**src/rtl/axil_reg_responder_if.sv**
```systemverilog
// AXI4-Lite bus bundle between the bridge's m1 master port and the register responder.
// The master modport drives requests; the slave modport drives ready/response signals.
interface axil_reg_responder_if #(
  parameter int DATA_WIDTH = 32,
  parameter int ADDR_WIDTH = 8
);
  logic [ADDR_WIDTH-1:0]   s0_axi_awaddr;
  logic                    s0_axi_awvalid;
  logic                    s0_axi_awready;
  logic [DATA_WIDTH-1:0]   s0_axi_wdata;
  logic [DATA_WIDTH/8-1:0] s0_axi_wstrb;
  logic                    s0_axi_wvalid;
  logic                    s0_axi_wready;
  logic                    s0_axi_bresp;
  logic                    s0_axi_bvalid;
  logic                    s0_axi_bready;
  logic [ADDR_WIDTH-1:0]   s0_axi_araddr;
  logic                    s0_axi_arvalid;
  logic                    s0_axi_arready;
  logic [DATA_WIDTH-1:0]   s0_axi_rdata;
  logic                    s0_axi_rresp;
  logic                    s0_axi_rvalid;
  logic                    s0_axi_rready;

  modport master (
    output s0_axi_awaddr, s0_axi_awvalid, s0_axi_wdata, s0_axi_wstrb, s0_axi_wvalid,
           s0_axi_bready, s0_axi_araddr, s0_axi_arvalid, s0_axi_rready,
    input  s0_axi_awready, s0_axi_wready, s0_axi_bresp, s0_axi_bvalid,
           s0_axi_arready, s0_axi_rdata, s0_axi_rresp, s0_axi_rvalid
  );

  modport slave (
    input  s0_axi_awaddr, s0_axi_awvalid, s0_axi_wdata, s0_axi_wstrb, s0_axi_wvalid,
           s0_axi_bready, s0_axi_araddr, s0_axi_arvalid, s0_axi_rready,
    output s0_axi_awready, s0_axi_wready, s0_axi_bresp, s0_axi_bvalid,
           s0_axi_arready, s0_axi_rdata, s0_axi_rresp, s0_axi_rvalid
  );
endinterface

```
**src/rtl/axil_reg_responder.sv**
```systemverilog
// AXI4-Lite register-bank responder with independent write and read FSMs.
// Define AXIL_REG_ERR_RESP_EN to answer misaligned/out-of-range accesses with SLVERR.
module axil_reg_responder #(
  parameter int DATA_WIDTH = 32,
  parameter int ADDR_WIDTH = 8,
  parameter int NUM_REGS   = 8
) (
  input  logic                 s0_axi_aclk,
  input  logic                 s0_axi_areset,
  axil_reg_responder_if.slave  s0_axi
);
  localparam int STRB_W    = DATA_WIDTH / 8;
  localparam int LSB       = $clog2(STRB_W);
  localparam int IDX_W     = ADDR_WIDTH - LSB;
  localparam int REG_IDX_W = (NUM_REGS > 1) ? $clog2(NUM_REGS) : 1;
`ifdef AXIL_REG_ERR_RESP_EN
  localparam logic ERR_RESP_EN = 1'b1;
`else
  localparam logic ERR_RESP_EN = 1'b0;
`endif

  typedef enum logic {W_IDLE = 1'b0, W_RESP = 1'b1} wstate_e;
  typedef enum logic {R_IDLE = 1'b0, R_DATA = 1'b1} rstate_e;

  function automatic logic addr_valid(input logic [ADDR_WIDTH-1:0] addr);
    logic [IDX_W-1:0] idx;
    idx = addr[ADDR_WIDTH-1:LSB];
    return (addr[LSB-1:0] == {LSB{1'b0}}) && (int'(idx) < NUM_REGS);
  endfunction

  function automatic logic [REG_IDX_W-1:0] addr_index(input logic [ADDR_WIDTH-1:0] addr);
    return addr[LSB +: REG_IDX_W];
  endfunction

  function automatic logic resp_for(input logic [ADDR_WIDTH-1:0] addr);
    return ERR_RESP_EN & ~addr_valid(addr);
  endfunction

  wstate_e                 wstate_q, wstate_d;
  rstate_e                 rstate_q, rstate_d;
  logic [DATA_WIDTH-1:0]   regs_q [NUM_REGS];
  logic [DATA_WIDTH-1:0]   regs_d [NUM_REGS];
  logic [ADDR_WIDTH-1:0]   awaddr_q, awaddr_d;
  logic [DATA_WIDTH-1:0]   wdata_q, wdata_d;
  logic [STRB_W-1:0]       wstrb_q, wstrb_d;
  logic                    aw_done_q, aw_done_d;
  logic                    w_done_q, w_done_d;
  logic                    awready_q, awready_d;
  logic                    wready_q, wready_d;
  logic                    bvalid_q, bvalid_d;
  logic                    bresp_q, bresp_d;
  logic                    arready_q, arready_d;
  logic                    rvalid_q, rvalid_d;
  logic                    rresp_q, rresp_d;
  logic [DATA_WIDTH-1:0]   rdata_q, rdata_d;

  logic                    aw_hs_s, w_hs_s, ar_hs_s;
  logic [ADDR_WIDTH-1:0]   wr_addr_s;
  logic [DATA_WIDTH-1:0]   wr_data_s;
  logic [STRB_W-1:0]       wr_strb_s;
  logic [REG_IDX_W-1:0]    wr_idx_s;

  assign aw_hs_s   = s0_axi.s0_axi_awvalid & awready_q;
  assign w_hs_s    = s0_axi.s0_axi_wvalid & wready_q;
  assign ar_hs_s   = s0_axi.s0_axi_arvalid & arready_q;
  // A beat captured earlier wins over whatever is currently on the bus.
  assign wr_addr_s = aw_done_q ? awaddr_q : s0_axi.s0_axi_awaddr;
  assign wr_data_s = w_done_q ? wdata_q : s0_axi.s0_axi_wdata;
  assign wr_strb_s = w_done_q ? wstrb_q : s0_axi.s0_axi_wstrb;
  assign wr_idx_s  = addr_index(wr_addr_s);

  // State, capture and register-bank flops with synchronous reset.
  always_ff @(posedge s0_axi_aclk) begin
    if (s0_axi_areset) begin
      wstate_q  <= W_IDLE;
      rstate_q  <= R_IDLE;
      awaddr_q  <= {ADDR_WIDTH{1'b0}};
      wdata_q   <= {DATA_WIDTH{1'b0}};
      wstrb_q   <= {STRB_W{1'b0}};
      aw_done_q <= 1'b0;
      w_done_q  <= 1'b0;
      awready_q <= 1'b1;
      wready_q  <= 1'b1;
      bvalid_q  <= 1'b0;
      bresp_q   <= 1'b0;
      arready_q <= 1'b1;
      rvalid_q  <= 1'b0;
      rresp_q   <= 1'b0;
      rdata_q   <= {DATA_WIDTH{1'b0}};
      for (int i = 0; i < NUM_REGS; i++) begin
        regs_q[i] <= {DATA_WIDTH{1'b0}};
      end
    end else begin
      wstate_q  <= wstate_d;
      rstate_q  <= rstate_d;
      awaddr_q  <= awaddr_d;
      wdata_q   <= wdata_d;
      wstrb_q   <= wstrb_d;
      aw_done_q <= aw_done_d;
      w_done_q  <= w_done_d;
      awready_q <= awready_d;
      wready_q  <= wready_d;
      bvalid_q  <= bvalid_d;
      bresp_q   <= bresp_d;
      arready_q <= arready_d;
      rvalid_q  <= rvalid_d;
      rresp_q   <= rresp_d;
      rdata_q   <= rdata_d;
      for (int i = 0; i < NUM_REGS; i++) begin
        regs_q[i] <= regs_d[i];
      end
    end
  end

  // Write channel: collect AW and W in any order, commit and respond once both are in.
  always_comb begin
    wstate_d  = wstate_q;
    awaddr_d  = awaddr_q;
    wdata_d   = wdata_q;
    wstrb_d   = wstrb_q;
    aw_done_d = aw_done_q;
    w_done_d  = w_done_q;
    awready_d = awready_q;
    wready_d  = wready_q;
    bvalid_d  = bvalid_q;
    bresp_d   = bresp_q;
    for (int i = 0; i < NUM_REGS; i++) begin
      regs_d[i] = regs_q[i];
    end
    case (wstate_q)
      W_IDLE: begin
        if (aw_hs_s) begin
          awaddr_d  = s0_axi.s0_axi_awaddr;
          aw_done_d = 1'b1;
          awready_d = 1'b0;
        end else begin
          aw_done_d = aw_done_q;
        end
        if (w_hs_s) begin
          wdata_d  = s0_axi.s0_axi_wdata;
          wstrb_d  = s0_axi.s0_axi_wstrb;
          w_done_d = 1'b1;
          wready_d = 1'b0;
        end else begin
          w_done_d = w_done_q;
        end
        if ((aw_done_q | aw_hs_s) & (w_done_q | w_hs_s)) begin
          wstate_d  = W_RESP;
          bvalid_d  = 1'b1;
          bresp_d   = resp_for(wr_addr_s);
          awready_d = 1'b0;
          wready_d  = 1'b0;
          if (addr_valid(wr_addr_s)) begin
            for (int b = 0; b < STRB_W; b++) begin
              if (wr_strb_s[b]) begin
                regs_d[wr_idx_s][8*b +: 8] = wr_data_s[8*b +: 8];
              end else begin
                regs_d[wr_idx_s][8*b +: 8] = regs_q[wr_idx_s][8*b +: 8];
              end
            end
          end else begin
            bvalid_d = 1'b1;
          end
        end else begin
          wstate_d = W_IDLE;
        end
      end
      W_RESP: begin
        if (s0_axi.s0_axi_bready) begin
          wstate_d  = W_IDLE;
          bvalid_d  = 1'b0;
          awready_d = 1'b1;
          wready_d  = 1'b1;
          aw_done_d = 1'b0;
          w_done_d  = 1'b0;
        end else begin
          wstate_d = W_RESP;
        end
      end
      default: begin
        wstate_d  = W_IDLE;
        bvalid_d  = 1'b0;
        awready_d = 1'b1;
        wready_d  = 1'b1;
        aw_done_d = 1'b0;
        w_done_d  = 1'b0;
      end
    endcase
  end

  // Read channel: latch the addressed word on AR, hold it until R is accepted.
  always_comb begin
    rstate_d  = rstate_q;
    arready_d = arready_q;
    rvalid_d  = rvalid_q;
    rresp_d   = rresp_q;
    rdata_d   = rdata_q;
    case (rstate_q)
      R_IDLE: begin
        if (ar_hs_s) begin
          rstate_d  = R_DATA;
          arready_d = 1'b0;
          rvalid_d  = 1'b1;
          rresp_d   = resp_for(s0_axi.s0_axi_araddr);
          if (addr_valid(s0_axi.s0_axi_araddr)) begin
            rdata_d = regs_q[addr_index(s0_axi.s0_axi_araddr)];
          end else begin
            rdata_d = {DATA_WIDTH{1'b0}};
          end
        end else begin
          rstate_d = R_IDLE;
        end
      end
      R_DATA: begin
        if (s0_axi.s0_axi_rready) begin
          rstate_d  = R_IDLE;
          rvalid_d  = 1'b0;
          arready_d = 1'b1;
        end else begin
          rstate_d = R_DATA;
        end
      end
      default: begin
        rstate_d  = R_IDLE;
        rvalid_d  = 1'b0;
        arready_d = 1'b1;
      end
    endcase
  end

  assign s0_axi.s0_axi_awready = awready_q;
  assign s0_axi.s0_axi_wready  = wready_q;
  assign s0_axi.s0_axi_bvalid  = bvalid_q;
  assign s0_axi.s0_axi_bresp   = bresp_q;
  assign s0_axi.s0_axi_arready = arready_q;
  assign s0_axi.s0_axi_rvalid  = rvalid_q;
  assign s0_axi.s0_axi_rresp   = rresp_q;
  assign s0_axi.s0_axi_rdata   = rdata_q;
endmodule

```
**src/flat_wrapper.sv**
```systemverilog
// flat-port wrapper written by rule: the top's interface ports become plain ports
module axil_reg_responder_flat 
#(
  parameter int DATA_WIDTH = 32,
  parameter int ADDR_WIDTH = 8,
  parameter int NUM_REGS   = 8
)
  (s0_axi_aclk, s0_axi_areset, s0_axi_s0_axi_awaddr, s0_axi_s0_axi_awvalid, s0_axi_s0_axi_wdata, s0_axi_s0_axi_wstrb, s0_axi_s0_axi_wvalid, s0_axi_s0_axi_bready, s0_axi_s0_axi_araddr, s0_axi_s0_axi_arvalid, s0_axi_s0_axi_rready, s0_axi_s0_axi_awready, s0_axi_s0_axi_wready, s0_axi_s0_axi_bresp, s0_axi_s0_axi_bvalid, s0_axi_s0_axi_arready, s0_axi_s0_axi_rdata, s0_axi_s0_axi_rresp, s0_axi_s0_axi_rvalid);
  axil_reg_responder_if #(.DATA_WIDTH(DATA_WIDTH), .ADDR_WIDTH(ADDR_WIDTH)) s0_axi_i ();
  input  logic s0_axi_aclk;
  input  logic s0_axi_areset;
  input wire logic [$bits(s0_axi_i.s0_axi_awaddr)-1:0] s0_axi_s0_axi_awaddr;
  input wire logic [$bits(s0_axi_i.s0_axi_awvalid)-1:0] s0_axi_s0_axi_awvalid;
  input wire logic [$bits(s0_axi_i.s0_axi_wdata)-1:0] s0_axi_s0_axi_wdata;
  input wire logic [$bits(s0_axi_i.s0_axi_wstrb)-1:0] s0_axi_s0_axi_wstrb;
  input wire logic [$bits(s0_axi_i.s0_axi_wvalid)-1:0] s0_axi_s0_axi_wvalid;
  input wire logic [$bits(s0_axi_i.s0_axi_bready)-1:0] s0_axi_s0_axi_bready;
  input wire logic [$bits(s0_axi_i.s0_axi_araddr)-1:0] s0_axi_s0_axi_araddr;
  input wire logic [$bits(s0_axi_i.s0_axi_arvalid)-1:0] s0_axi_s0_axi_arvalid;
  input wire logic [$bits(s0_axi_i.s0_axi_rready)-1:0] s0_axi_s0_axi_rready;
  output wire logic [$bits(s0_axi_i.s0_axi_awready)-1:0] s0_axi_s0_axi_awready;
  output wire logic [$bits(s0_axi_i.s0_axi_wready)-1:0] s0_axi_s0_axi_wready;
  output wire logic [$bits(s0_axi_i.s0_axi_bresp)-1:0] s0_axi_s0_axi_bresp;
  output wire logic [$bits(s0_axi_i.s0_axi_bvalid)-1:0] s0_axi_s0_axi_bvalid;
  output wire logic [$bits(s0_axi_i.s0_axi_arready)-1:0] s0_axi_s0_axi_arready;
  output wire logic [$bits(s0_axi_i.s0_axi_rdata)-1:0] s0_axi_s0_axi_rdata;
  output wire logic [$bits(s0_axi_i.s0_axi_rresp)-1:0] s0_axi_s0_axi_rresp;
  output wire logic [$bits(s0_axi_i.s0_axi_rvalid)-1:0] s0_axi_s0_axi_rvalid;
  assign s0_axi_i.s0_axi_awaddr = s0_axi_s0_axi_awaddr;
  assign s0_axi_i.s0_axi_awvalid = s0_axi_s0_axi_awvalid;
  assign s0_axi_i.s0_axi_wdata = s0_axi_s0_axi_wdata;
  assign s0_axi_i.s0_axi_wstrb = s0_axi_s0_axi_wstrb;
  assign s0_axi_i.s0_axi_wvalid = s0_axi_s0_axi_wvalid;
  assign s0_axi_i.s0_axi_bready = s0_axi_s0_axi_bready;
  assign s0_axi_i.s0_axi_araddr = s0_axi_s0_axi_araddr;
  assign s0_axi_i.s0_axi_arvalid = s0_axi_s0_axi_arvalid;
  assign s0_axi_i.s0_axi_rready = s0_axi_s0_axi_rready;
  assign s0_axi_s0_axi_awready = s0_axi_i.s0_axi_awready;
  assign s0_axi_s0_axi_wready = s0_axi_i.s0_axi_wready;
  assign s0_axi_s0_axi_bresp = s0_axi_i.s0_axi_bresp;
  assign s0_axi_s0_axi_bvalid = s0_axi_i.s0_axi_bvalid;
  assign s0_axi_s0_axi_arready = s0_axi_i.s0_axi_arready;
  assign s0_axi_s0_axi_rdata = s0_axi_i.s0_axi_rdata;
  assign s0_axi_s0_axi_rresp = s0_axi_i.s0_axi_rresp;
  assign s0_axi_s0_axi_rvalid = s0_axi_i.s0_axi_rvalid;
  axil_reg_responder #(.DATA_WIDTH(DATA_WIDTH), .ADDR_WIDTH(ADDR_WIDTH), .NUM_REGS(NUM_REGS)) u_core (.s0_axi_aclk(s0_axi_aclk), .s0_axi_areset(s0_axi_areset), .s0_axi(s0_axi_i));
endmodule
```
**config.mk**
```make
export PLATFORM = sky130hd
export DESIGN_NAME = axil_reg_responder_flat
export DESIGN_NICKNAME = d
export VERILOG_FILES = /design/src/rtl/axil_reg_responder_if.sv /design/src/rtl/axil_reg_responder.sv /design/src/flat_wrapper.sv
export SDC_FILE = /design/constraint.sdc
export NUM_CORES = 1
export LEC_CHECK = 0
export CAP_MARGIN = 20
export CORE_MARGIN = 10
export CORE_UTILIZATION = 55
export DETAILED_ROUTE_END_ITERATION = 10
export PLACE_DENSITY = 0.82
export SETUP_SLACK_MARGIN = 0.1
export SLEW_MARGIN = 0
export SYNTH_ARGS = -nofsm -noshare
export SYNTH_HDL_FRONTEND = slang
export SYNTH_SLANG_ARGS = --single-unit
export TNS_END_PERCENT = 20
```
**constraint.sdc**
```tcl
create_clock -name s0_axi_aclk -period 4.1 [get_ports s0_axi_aclk]
set_input_delay 0.82 -clock s0_axi_aclk [delete_from_list [all_inputs] [get_ports s0_axi_aclk]]
set_output_delay 0.82 -clock s0_axi_aclk [all_outputs]
set_load 0.01 [all_outputs]
```
==> flow_summary_export.csv, run 1 <==
group,metric,value,unit
power_and_ir_drop,p_leak,0.00644,uW
logic_synthesis,avgSynthCellArea,9.69,sq um
cells_and_area,final_nets,1788,
logic_synthesis,postSynthCellCount,1717,
floorplan,core_area,0.0297,sq mm
routing,route.detailed.drc,0,
clock_network,post-cts-setup-buffer-count,0,
floorplan,io-pin-count,98,
logic_synthesis,synth_area_leaders,"dfxtp_1 (41%), nand3b_1 (12%), mux4_2 (8.7%)",
setup_path,worstPathArrival,3.31,ns
clock_network,cts_root_buf,"clkbuf_16",
routing,wl_met1,19900,microns
logic_synthesis,syn_area,0.0166,sq mm
floorplan,die_area,0.0376,sq mm
min_path,min_from,"u_core.wstrb_q[2]$_SDFFE_PP0P_",
sta,maxSlewViolCount,0,
clock_network,clk_latency,0.53,ns
routing,dr_wl_met2,22900,microns
logic_synthesis,synth.distinct_cells,59,
sta,finalSetupViolCount,0,
setup_path,critPathTopFamily,"buffers and inverters",
logic_synthesis,synth_top_area_share,41.0,%
clock_network,postCtsHoldBufs,0,
logic_synthesis,ys_seq_area_share,41.0,%
placement,gp_congestion,0.934,
clock_network,clk_pin_slew,0.06,ns
logic_synthesis,synth_ff_type,"dfxtp_1",
setup_path,path_buf_inv,3,
routing,antenna_left,0,
grt,grt_start_max_net_pins,145,
clock_network,htreeDepth,2,
floorplan,die_height,194,microns
min_path,whs_path_depth,2,
setup_path,crit_path_frequent_cell,"buf_4",
routing,viasPerCell,6.66,
setup_path,path_class,"in2reg",
power_and_ir_drop,vdd_drop_max,0.000276,V
grt,grt_pass1_vias,14000,
sta,rsz0062_at_grt,"no",
sta,min_period,2.93,ns
routing,initialDrtViolationCount,2086,
setup_path,path_max_fanout,35,
placement,io_buffers,95,
cells_and_area,drive_gt1_share,13.4,%
logic_synthesis,synth_compound_area_share,16.3,%
placement,post-dp-hpwl,29100,microns
setup_path,r2r_start,"u_core.w_done_q$_SDFFE_PP0P_",
placement,place_ws,0.734,ns
power_and_ir_drop,pwr_density_cell,411,mW/mm^2
logic_synthesis,synthXorXnorAreaFrac,0,%
floorplan,core.rowCount,63,
cells_and_area,fin_util,63.9,%
setup_path,critPathCaptureType,"flip-flop",
sta,max_slew.worst_pin.slew,1.13,ns
setup_path,r2r_cells,6,
sta,fmax,342,MHz
logic_synthesis,muxShareOfSynthArea,18.4,%
status,status,"finished clean",
sta,finalSetupTns,0,ns
grt,grt_pass1_wl,77500,microns
routing,routed-wl-met3,5180,microns
routing,vias,14300,
setup_path,r2r-end,"u_core.regs_q[1][0]$_SDFFE_PP0P_",
routing,highest_layer,"met4",
setup_path,path_cells,"clkdlybuf4s50_1, buf_4, and3b_1, or2_1, buf_4, a222oi_1, a31oi_1, o21ai_1",
floorplan,floorplan.initialDensity,56.0,%
logic_synthesis,yosys.area_share.simple,19.4,%
logic_synthesis,synth-seq-cells,341,
floorplan,die_x,194,microns
setup_path,regToRegSetupSlack,1.18,ns
setup_path,cp_slowest_stage_delay,0.63,ns
grt,grtUsageTotal,24.7,%
sta,hold_viol,0,
min_path,hold_path_class,"reg2reg",
min_path,hold_end,"u_core.wstrb_q[2]$_SDFFE_PP0P_",
clock_network,cts_tree,"yes",
logic_synthesis,async_reset_ff_share,0,%
routing,totalWireLength,49000,microns
sta,slew_headroom,24.7,%
logic_synthesis,synth-edff-count,0,
cells_and_area,synthToLayoutAreaGrowth,14.1,%
cells_and_area,antenna_cells,0,
logic_synthesis,yosys.area_share.adder,0,%
clock_network,cts_made_buffers,37,
setup_path,critPathSlowestCell,"a31oi_1",
setup_path,critPathLaunchType,"primary input",
clock_network,cts.sinks,341,
run,cap_violations,0,
routing,dr.pass1.iters,9,
setup_path,worstPathRequired,4.48,ns
clock_network,clock_path_buffers,3,
sta,fin_crit_sh,71.4,%
sta,setup_ws,1.17,ns
logic_synthesis,synth_top_family_by_area,"simple AND/OR/NAND/NOR gates",
logic_synthesis,yosysTopAreaCell,"dfxtp_1",
clock_network,cts-resized-gates,0,
grt,grt_overflow,0,
grt,antenna_found_initial,0,
routing,detail_route.wl_per_cell,22.8,microns
logic_synthesis,ys_warn_count,0,
sta,skew,0.0169,ns
==> where the power goes <==
group / internal, uW / switching, uW / total (uW)
logic: 360 / 597 / 957
clock network: 2100 / 1330 / 3430
registers: 3360 / 53.3 / 3420
==> layout by cell type, fill, tap and decap left out, types with 3 or more instances in the layout <==
master           synthesis  layout
o31ai_1                 16      16
or2_1                    3       3
nor2b_1                  4       4
nand3b_1               257     257
nand2_1                135     135
mux2i_1                117     117
nor4bb_1                 4       4
a21oi_1                 49      49
buf_12                   0       6
o21ai_1                232     232
a221o_1                  4       4
a22oi_1                 32      32
a221oi_1                 6       6
buf_4                   11      41
clkbuf_8                 0       7
a31oi_1                  5       5
nor3b_1                  6       6
nor4_1                   4       4
a211o_1                  3       3
dfxtp_1                341     340
a31oi_2                 20      20
clkdlybuf4s50_1          0      91
inv_1                    8       8
nand2b_1                 3       3
mux4_2                  64      64
nor2_1                  72      71
o21ai_0                 18      18
nand4_1                  9       9
bufinv_16                0       4
clkbuf_1               116      12
o22ai_1                  3       3
nand3_1                 29      29
a311o_1                  3       3
or2_2                    4       4
a222oi_1                28      28
clkbuf_16                0      39
mux2_2                  37      37
==> registers in the layout, indices dropped and copies added (netlist names) <==
name                          cells
u_core.rstate_q                   1
u_core.w_done_q                   1
u_core.s0_axi.s0_axi_wready       1
u_core.regs_q                   256
u_core.awaddr_q                   8
u_core.wstrb_q                    4
u_core.s0_axi.s0_axi_rdata       32
u_core.s0_axi.s0_axi_arready      1
u_core.wstate_q                   1
u_core.wdata_q                   32
u_core.aw_done_q                  1
u_core.s0_axi.s0_axi_awready      1
u_core.s0_axi.s0_axi_bvalid       1
u_core.s0_axi.s0_axi_rvalid       1
==> worst max-delay path by stage <==
stage                                             from                                          end  depth (start not counted)
after floorplan                s0_axi_s0_axi_araddr[2]  u_core.s0_axi.s0_axi_rdata[30]$_SDFFE_PP0P_                          6
after global placement         s0_axi_s0_axi_awaddr[3]            u_core.regs_q[2][14]$_SDFFE_PP0P_                          8
after detailed placement       s0_axi_s0_axi_awaddr[3]            u_core.regs_q[3][12]$_SDFFE_PP0P_                          8
after CTS                      s0_axi_s0_axi_awaddr[3]            u_core.regs_q[3][12]$_SDFFE_PP0P_                          8
after global routing      u_core.w_done_q$_SDFFE_PP0P_             u_core.regs_q[2][0]$_SDFFE_PP0P_                          6
final                          s0_axi_s0_axi_awaddr[3]            u_core.regs_q[3][12]$_SDFFE_PP0P_                          8
==> Yosys cell counts, types with 6 or more instances <==
cell type,instances
nand2_1,135
a22oi_1,32
a221oi_1,6
a21oi_1,49
nor2_1,72
mux2i_1,117
nand3_1,29
nor3b_1,6
clkbuf_1,116
inv_1,8
a31oi_2,20
o21ai_1,232
mux2_2,37
a222oi_1,28
nand4_1,9
dfxtp_1,341
mux4_2,64
buf_2,32
o31ai_1,16
o21ai_0,18
nand3b_1,257
buf_4,11
==> final cells by class <==
type	count	area [sq um]
fillers	2278	10700
repair buffers	141	1360
clock buffers	57	1100
multi-input cells	1198	9020
inverters	10	37.5
well taps	390	488
flip-flops and latches	341	6830
clock inverters	6	134
==> logic make-up (layout without fill, tap and decap cells) <==
kind of cell	count (synthesis)	after routing
AO/OA/AOI/OAI	432	432
other	1	2
AND/OR/NAND/NOR	544	544
flip-flops	341	341
multiplexers	220	220
buffers and inverters	179	214
==> tightest hold or removal path, delay by kind of cell, from the launching register on <==
| kind | cells | cell delay (ns) |
|---|---|---|
| simple gates | 1 | 0.05 |
| compound gates | 1 | 0.05 |
| flops | 1 | 0.31 |
==> layer usage <==
| layer | track usage [%] | vias to the layer above |
|---|---|---|
| met2 | 40.6 | 840 |
| met4 | 7.55 | 0 |
| met5 | 0 | - |
| met3 | 4.43 | 91 |
| li1 | - | 6429 |
| met1 | 32.5 | 6906 |
==> stage by stage <==
step                hold slack, ns  instances  total power [uW]  cell area, sq um
floorplan                    0.436       1718              4140             16600
detailed placement           0.447       2080              4420             17700
CTS                          0.455       2143              7800             19000
global route                 0.479       2143              8030             19000
global placement             0.441       2080              4400             17700
finish                       0.455       2143              7810             19000
Note: power is estimated with default switching activity, not from simulation.
==> run 2, diff against run 1 <==
- clock period: 4.1 -> 2.8 ns (I/O delays scaled with it)
==> run 2 against run 1 <==
Clock skew shrank 0.0078 ns. Utilization grew 2.5 points. Sequential share of layout area fell by 1.3 points. Setup slack lost 1.0 ns. Non-clock buffer count increased by 54. Count of clock-buffer cells in the layout fell by 6. Clock power is 45% higher. Flip-flop and latch count did not move. Global-route usage is 0.79 points higher. Design area increased by 3.9%. Cell count up 2.5%. Critical path type is now reg2reg. Critical endpoint is now u_core.regs_q[3][8]$_SDFFE_PP0P_. Largest cell class unchanged. Highest routed layer unchanged.
==> flow_summary_export.csv, run 2 (synthesized netlist as in run 1, its figures left out) <==
group,metric,value,unit
power_and_ir_drop,p_leak,0.00684,uW
cells_and_area,nFillCells,2161,
power_and_ir_drop,vdd_drop_max,0.000323,V
cells_and_area,final_common_cell,"dfxtp_1",
setup_path,path_buf_inv,2,
run,cap_violations,0,
floorplan,die_height,194,microns
clock_network,cts.sinks,341,
setup_path,crit_path_frequent_cell,"buf_12",
cells_and_area,seq_area,0.00683,sq mm
setup_path,path_class,"reg2reg",
sta,finalSetupViolCount,0,
cells_and_area,antenna_cells,0,
routing,dr_wl_met2,23300,microns
setup_path,critPathCaptureType,"flip-flop",
cells_and_area,synthToLayoutAreaGrowth,18.6,%
routing,routed-wl-met3,5280,microns
setup_path,path_max_fanout,13,
routing,totalWireLength,50400,microns
grt,grt_pass1_vias,14500,
routing,antenna_left,0,
sta,finalSetupTns,0,ns
placement,post-dp-hpwl,31300,microns
grt,antenna_found_initial,0,
cells_and_area,final_nets,1841,
sta,rsz0062_at_grt,"yes",
sta,slew_headroom,48.9,%
clock_network,cts_made_buffers,36,
placement,placed_cells,2134,
clock_network,clk_latency,0.52,ns
placement,gp_congestion,0.909,
cells_and_area,largest_reg_flops,256,
routing,route.detailed.drc,0,
clock_network,cts_tree,"yes",
grt,grtUsageTotal,25.5,%
placement,placed_cell_area,0.0185,sq mm
floorplan,floorplan.initialDensity,56.0,%
setup_path,path_cells,"mux2i_4, buf_12, buf_12, mux2i_1, a222oi_1, a31oi_2, o21ai_1",
cells_and_area,multi_input_area,0.00903,sq mm
routing,vias,14700,
setup_path,regToRegSetupSlack,0.17,ns
sta,max_slew.worst_pin.slew,0.767,ns
clock_network,clk_pin_slew,0.06,ns
routing,detail_route.wl_per_cell,22.9,microns
floorplan,core_area,0.0297,sq mm
setup_path,critPathLaunchType,"flip-flop",
routing,highest_layer,"met4",
setup_path,worstPathRequired,3.25,ns
routing,wl_met1,20300,microns
power_and_ir_drop,pwr_density_cell,586,mW/mm^2
grt,grt_overflow,0,
cells_and_area,largest_register,"u_core.regs_q",
floorplan,io-pin-count,98,
floorplan,die_x,194,microns
min_path,hold_path_class,"in2reg",
floorplan,core.rowCount,63,
routing,dr.pass1.iters,8,
cells_and_area,postLayoutCellArea,0.0197,sq mm
status,status,"finished clean",
cells_and_area,final_cell_mix,"dfxtp_1 (340), nand3b_1 (257), o21ai_1 (232), nand2_1 (135), mux2i_1 (117)",
cells_and_area,final_cell_count_no_fill,2197,
setup_path,worstPathArrival,3.08,ns
grt,grt_pass1_wl,80000,microns
sta,maxSlewViolCount,0,
clock_network,clock_path_buffers,3,
setup_path,critPathSlowestCell,"dfxtp_1",
placement,io_buffers,95,
floorplan,die_area,0.0376,sq mm
routing,viasPerCell,6.67,
clock_network,cts_root_buf,"clkbuf_16",
setup_path,critPathTopFamily,"compound AO/OA/AOI/OAI gates",
clock_network,htreeDepth,2,
sta,hold_viol,0,
sta,fmax,380,MHz
routing,initialDrtViolationCount,2117,
grt,grt_start_max_net_pins,98,
sta,fin_crit_sh,93.9,%
sta,min_period,2.63,ns
sta,skew,0.00917,ns
cells_and_area,drive_gt1_share,16.6,%
setup_path,cp_slowest_stage_delay,0.56,ns
-- run 2: changes by cell type in the layout (fill, tap and decap cells not counted), moves of 2 or more --
| cell | previous run | this run |
|---|---|---|
| buf_4 | 41 | 69 |
| buf_12 | 6 | 32 |
| clkbuf_1 | 12 | 3 |
| clkbuf_8 | 7 | 12 |
| clkinv_2 | 1 | 5 |
| clkbuf_16 | 39 | 37 |
| clkinvlp_4 | 0 | 2 |
-- run 2: power breakdown --
group          internal [uW]  switching, uW
Combinational            669            925
Clock                   2990           1970
Sequential              4930           65.5
Total                   8580           2960
-- run 2: metal layers --
layer  vias to the layer above  GRT usage (%)
met5                         -              0
met4                         0           9.85
li1                       6533              -
met3                       135           5.55
met2                       859           40.5
met1                      7134           33.3
-- run 2: repair_timing --
item / CTS / global route
buffers inserted: 0 / 0
endpoints found under the setup margin: 0 / 64
gates resized for setup: 0 / 2
hold buffers: 0 / 0
-- run 2: metrics by stage --
step / setup slack (ns) / utilization, % / total power (uW) / hold slack, ns
floorplan: 0.455 / - / 6060 / 0.436
global placement: -0.202 / 62.2 / 6620 / 0.441
detailed placement: -0.286 / 62.2 / 6650 / 0.448
CTS: 0.195 / 66.3 / 11500 / 0.438
global route: 0.0631 / 66.3 / 11900 / 0.457
finish: 0.170 / 66.3 / 11500 / 0.452
-- run 2: layout make-up --
cell class	count	area share, %
flip-flops and latches	341	34.6
well taps	390	2.47
multi-input cells	1198	45.8
clock buffers	51	5.52
clock inverters	12	0.749
repair buffers	195	10.6
inverters	10	0.190
-- run 2: final timing paths --
path,start,to,depth (start not counted)
setup / recovery,u_core.aw_done_q$_SDFFE_PP0P_,u_core.regs_q[3][8]$_SDFFE_PP0P_,7
hold / removal,s0_axi_areset,u_core.s0_axi.s0_axi_rdata[23]$_SDFFE_PP0P_,2
hold reg to reg,u_core.wdata_q[0]$_SDFFE_PP0P_,u_core.wdata_q[0]$_SDFFE_PP0P_,2
setup reg to reg,u_core.aw_done_q$_SDFFE_PP0P_,u_core.regs_q[3][8]$_SDFFE_PP0P_,7
